--- src/rtl/uart_tx_buf.sv ---
// Buffered UART transmitter: FIFO of FIFO_DEPTH bytes feeding an 8N1 serializer.
// Define UART_TX_PARITY_EN to add an even-parity bit between DATA and STOP.
`timescale 1ns/1ps
module uart_tx_buf #(
    parameter int FIFO_DEPTH = 16
) (
    input  logic       clk,
    input  logic       rst,
    input  logic       wr_en,
    input  logic [7:0] wr_data,
    input  logic [2:0] baud_set,
    output logic       full,
    output logic       empty,
    output logic       rs232_tx,
    output logic       tx_done,
    output logic       uart_state
);
    localparam int AW = $clog2(FIFO_DEPTH);

`ifdef UART_TX_PARITY_EN
    typedef enum logic [2:0] {IDLE, START, DATA, PARITY, STOP} state_t;
`else
    typedef enum logic [2:0] {IDLE, START, DATA, STOP} state_t;
`endif

    state_t        state, state_nxt;
    logic [7:0]    mem [FIFO_DEPTH];
    logic [AW-1:0] wr_ptr, rd_ptr;
    logic [AW:0]   count;
    logic [12:0]   baud_cnt, div;
    logic [2:0]    bit_idx;
    logic [7:0]    shreg;
    logic          push, pop, bit_end, tx_nxt;
`ifdef UART_TX_PARITY_EN
    logic          par;
`endif

    function automatic logic [12:0] div_sel(input logic [2:0] sel);
        case (sel)
            3'd1:    return 13'd2604;
            3'd2:    return 13'd1302;
            3'd3:    return 13'd868;
            3'd4:    return 13'd434;
            default: return 13'd5208;
        endcase
    endfunction

    assign empty      = (count == '0);
    assign full       = (count == (AW+1)'(FIFO_DEPTH));
    assign push       = wr_en && !full;
    assign bit_end    = (baud_cnt == div - 13'd1);
    assign uart_state = (state != IDLE);

    always_ff @(posedge clk) begin
        if (push) mem[wr_ptr] <= wr_data;
    end

    // Pop happens either from IDLE or on the final STOP clock, so frames chain with no gap.
    always_comb begin
        state_nxt = state;
        tx_nxt    = rs232_tx;
        pop       = 1'b0;
        tx_done   = 1'b0;
        case (state)
            IDLE: begin
                tx_nxt = 1'b1;
                if (!empty) begin
                    pop       = 1'b1;
                    tx_nxt    = 1'b0;
                    state_nxt = START;
                end
            end
            START: if (bit_end) begin
                state_nxt = DATA;
                tx_nxt    = shreg[0];
            end
            DATA: if (bit_end) begin
                if (bit_idx == 3'd7) begin
`ifdef UART_TX_PARITY_EN
                    state_nxt = PARITY;
                    tx_nxt    = par;
`else
                    state_nxt = STOP;
                    tx_nxt    = 1'b1;
`endif
                end else begin
                    tx_nxt = shreg[1];
                end
            end
`ifdef UART_TX_PARITY_EN
            PARITY: if (bit_end) begin
                state_nxt = STOP;
                tx_nxt    = 1'b1;
            end
`endif
            STOP: if (bit_end) begin
                tx_done = 1'b1;
                if (!empty) begin
                    pop       = 1'b1;
                    tx_nxt    = 1'b0;
                    state_nxt = START;
                end else begin
                    tx_nxt    = 1'b1;
                    state_nxt = IDLE;
                end
            end
            default: begin
                state_nxt = IDLE;
                tx_nxt    = 1'b1;
            end
        endcase
    end

    always_ff @(posedge clk or posedge rst) begin
        if (rst) begin
            state    <= IDLE;
            rs232_tx <= 1'b1;
            wr_ptr   <= '0;
            rd_ptr   <= '0;
            count    <= '0;
            baud_cnt <= '0;
            div      <= 13'd5208;
            bit_idx  <= '0;
            shreg    <= '0;
`ifdef UART_TX_PARITY_EN
            par      <= 1'b0;
`endif
        end else begin
            state    <= state_nxt;
            rs232_tx <= tx_nxt;
            if (push) wr_ptr <= wr_ptr + 1'b1;
            case ({push, pop})
                2'b10:   count <= count + 1'b1;
                2'b01:   count <= count - 1'b1;
                default: count <= count;
            endcase
            // Rate is captured with the byte so a mid-frame baud_set change waits for the next frame.
            if (pop) begin
                rd_ptr <= rd_ptr + 1'b1;
                shreg  <= mem[rd_ptr];
                div    <= div_sel(baud_set);
`ifdef UART_TX_PARITY_EN
                par    <= ^mem[rd_ptr];
`endif
            end else if (state == DATA && bit_end) begin
                shreg <= shreg >> 1;
            end
            if (state == IDLE || bit_end) baud_cnt <= '0;
            else                          baud_cnt <= baud_cnt + 1'b1;
            if (state == DATA && bit_end) bit_idx <= bit_idx + 1'b1;
        end
    end
endmodule
--- config.mk ---
export PLATFORM = sky130hd
export DESIGN_NAME = uart_tx_buf
export DESIGN_NICKNAME = d
export VERILOG_FILES = /design/src/rtl/uart_tx_buf.sv
export SDC_FILE = /design/constraint.sdc
export NUM_CORES = 1
export LEC_CHECK = 0
export CORE_MARGIN = 3
export CORE_UTILIZATION = 55
export CTS_BUF_LIST = sky130_fd_sc_hd__clkbuf_4
export DETAILED_ROUTE_END_ITERATION = 8
export GPL_TIMING_DRIVEN = 0
export PLACE_DENSITY = 0.81
export SYNTH_ARGS = -nofsm -noshare
export SYNTH_HDL_FRONTEND = slang
export SYNTH_SLANG_ARGS = --single-unit
--- constraint.sdc ---
create_clock -name clk -period 10.1 [get_ports clk]
set_input_delay 2.02 -clock clk [delete_from_list [all_inputs] [get_ports clk]]
set_output_delay 2.02 -clock clk [all_outputs]
set_load 0.02 [all_outputs]
==> metrics.md <==
| Metric | Value |
|---|---|
| Yosys Warn Count | 0 |
| DIE AREA | 0.0162 mm² |
| Via/cell ratio | 5.99 |
| Measured slew at the worst slew-check pin | 1360 ps |
| First-pass GRT wire length | 24400 µm |
| Critical Path RT | 8080 ps |
| Fillers | 1020 |
| Initial antenna violation count | 0 |
| Register area share after synthesis | 63.9% |
| Min-Delay Path Class | reg2reg |
| # H-tree levels | 4 |
| Wire length after detailed routing | 15000 µm |
| Area taken by multi-input logic gates | 0.00273 mm² |
| Crit start category | register |
| Gr usage total | 19.9% |
| Async S/R FF share, synth | 28.9% |
| Ys flop type | edfxtp_1 |
| Largest stage delay on the critical path | 590 ps |
| Detail Route Antenna Nets | 0 |
| I/O pins | 19 |
| R2R Path End | count[4] |
| Mapped Cells | 498 |
| Worst vdd ir | 104 µV |
| Post-CTS setup buffers | 0 |
| Kind of critical path | reg2out |
| Leak | 3.19 nW |
| Synth area leaders | edfxtp_1 (48%), dfrtp_1 (14%), mux4_2 (11%) |
| Wire per inst | 20.6 µm |
| Row Count | 43 |
| Sum of buffers and inverters on the critical path | 4 |
| Share of cells above drive strength 1 | 22.4% |
| Status | complete, no violations |
| Hold Path End | bit_idx[0] |
| Gp weighted congestion | 0.806 |
| RSZ-0062 raised after global routing | no |
| R2R depth | 21 |
| Root buf cell | clkbuf_4 |
| Worst-Skew Late Latency | 580 ps |
| Nets | 567 |
| Post-synth top area share | 47.6% |
| Starting DRT DRC Count | 299 |
| Die height | 127 µm |
| PwrDens | 259 mW/mm² |
| Vias in the first global route | 4590 |
| Sink Count | 180 |
| Mapped Nets | 529 |
| Syn_area_per_cell | 16.2 µm² |
| Crit. End Element | output port |
| Pre-antenna DRT Iters | 7 |
| Total global routing overflow | 0 |
| Initial Utilization | 57.2% |
| Most used cell, CP | buf_2 |
| Top post-synthesis cells by count | edfxtp_1 (128), dfrtp_1 (46), mux4_2 (40), nor2_1 (36) |
| Max FO, Critical Path | 10 |
| CP max stage cell | clkdlybuf4s50_1 |
| Reg2reg setup slack | 5570 ps |
| CTS tree | yes |
| Syn-to-layout area delta | 8.47% |
| Core area | 0.0141 mm² |
| Clock-pin slew on the worst setup and hold paths | 150 ps |
| Mapped Area | 0.00807 mm² |
| Launch point of the worst reg-to-reg path | div[1] |
| Ant. Diodes | 0 |
| Largest net degree at the start of global routing | 44 |
| Worst Hold Launch | bit_idx[0] |
| Sequential Area | 0.00515 mm² |
| Crit path max-delay family | buffers and inverters |
| Final slew viol count | 0 |
| Area leader, netlist | edfxtp_1 |
| Maxcap violations | 0 |
| Count leader, synth | edfxtp_1 |
| Hold Violations, Final | 0 |
| Final HPWL DP | 10400 µm |
| Crit share post-route | 53.9% |
| Max Fclk | 0.184 GHz |
| Fin area | 0.00875 mm² |
| Via count | 4361 |
| Max_slew headroom | 8.70% |
| Hold-fix buffers, CTS | 0 |
| Worst hold path stage count | 1 |
| TNS Setup | 0 ps |
| DIE WIDTH | 127 µm |
| CP Cell Sequence | buf_2 > inv_1 > ha_1 > buf_2 > o21ba_1 > a221oi_1 > a41oi_1 > nor4b_4 > and4_2 > clkdlybuf4s50_1 |
| Dpl cell area | 0.00848 mm² |
| Library cells used by synthesis | 49 |
| CTS max path bufs | 2 |
| CTS Buf Count | 17 |
| Post-synth EDFFs | 128 |
| Critical path arrival | 3430 ps |
| Cts repair resizes | 0 |
| Final setup fails | 0 |
| Yosys reg bits | 180 |
| Final min period | 5450 ps |
| # DRC | 0 |
| PortBufs | 17 |
| Layout Skew | 15.4 ps |
[state kept, by name, summed over array words and instances (netlist names), 3 cells and up]
signal    flops
wr_ptr        4
count         5
shreg         8
bit_idx       3
mem         128
rd_ptr        4
baud_cnt     13
div          12
[cells by family after synthesis]
kind of cell | share of synthesized area [%]
and+or+nand+nor | 7.41
DFF | 63.9
buffers and inverters | 2.36
muxes | 16.8
xor gates and xnor gates | 4.34
adders and majority gates | 2.64
AOI/OAI and AO/OA | 2.62
[placed cells by master (no fill, tap or decap), types with 17 or more instances in the layout]
| master | instances |
|---|---|
| clkbuf_4 | 19 |
| clkdlybuf4s50_1 | 17 |
| dfrtp_1 | 46 |
| edfxtp_1 | 128 |
| ha_1 | 17 |
| inv_1 | 19 |
| mux2_4 | 18 |
| mux4_2 | 40 |
| nand2_1 | 22 |
| nor2_1 | 36 |
| xnor2_1 | 18 |
| xor2_1 | 22 |
[how the worst max path moves through the flow]
stage	start	to	slack (ps)	cells past startpoint
CTS	div[1]	tx_done	4610	10
detailed placement	div[1]	tx_done	5270	10
global placement	div[1]	tx_done	5330	10
finish	div[1]	tx_done	4650	10
floorplan	div[1]	tx_done	6030	9
global route	div[1]	tx_done	4440	10
[per-layer routing]
metal | part of all wire (%) | up-vias | routed length, µm | GRT usage, %
li1 | - | 1959 | - | -
met1 | 42 | 2245 | 6350 | 26.7
met2 | 50 | 136 | 7560 | 32.9
met3 | 5.9 | 21 | 890 | 4.85
met4 | 1.3 | 0 | 195 | 5.49
met5 | 0 | - | 0 | 0
[area by class of cell]
| cell class | instances | share of cell area, % |
|---|---|---|
| timing repair buffer | 19 | 2.26 |
| clock inverter | 13 | 1.37 |
| inverter | 20 | 0.858 |
| tap | 180 | 2.57 |
| buffer | 23 | 1.32 |
| multi-input combinational | 275 | 31.2 |
| sequential | 180 | 58.9 |
| clock buffer | 18 | 1.54 |
[power breakdown]
part / internal (W) / switching [W] / total [W]
clock: 0.000108 / 0.000258 / 0.000366
combinational: 0.000431 / 0.000448 / 0.000879
sequential: 0.000936 / 0.0000884 / 0.00102
[per-stage QoR]
| stage | utilization, % | setup WS (ps) | cells | power, W | hold WS (ps) |
|---|---|---|---|---|---|
| 3_5_place_dp | 60.2 | 5270 | 696 | 0.00191 | 481 |
| 3_3_place_gp | 60.0 | 5330 | 695 | 0.00187 | 468 |
| 6_report | 62.1 | 4650 | 728 | 0.00227 | 497 |
| 4_1_cts | 62.0 | 4610 | 727 | 0.00228 | 501 |
| 2_1_floorplan | - | 6030 | 498 | 0.00170 | 453 |
| 5_1_grt | 62.1 | 4440 | 728 | 0.00240 | 527 |
[worst register-to-register path: stages (launching register included)]
cell and delay [ps]:
dfrtp_1 340, buf_2 190, inv_1 60, ha_1 180, buf_2 180, o21ba_1 200, a221oi_1 300, a41oi_1 130
nor4b_4 400, a41oi_2 240, nor3_4 300, buf_6 240, ha_1 190, clkbuf_1 330, xor2_1 200, ha_1 200
o21ai_0 80, a21oi_1 180, a21oi_1 90, xor2_1 140, nor2_1 130, xor2_1 160
Note: power is estimated with default switching activity, not from simulation.
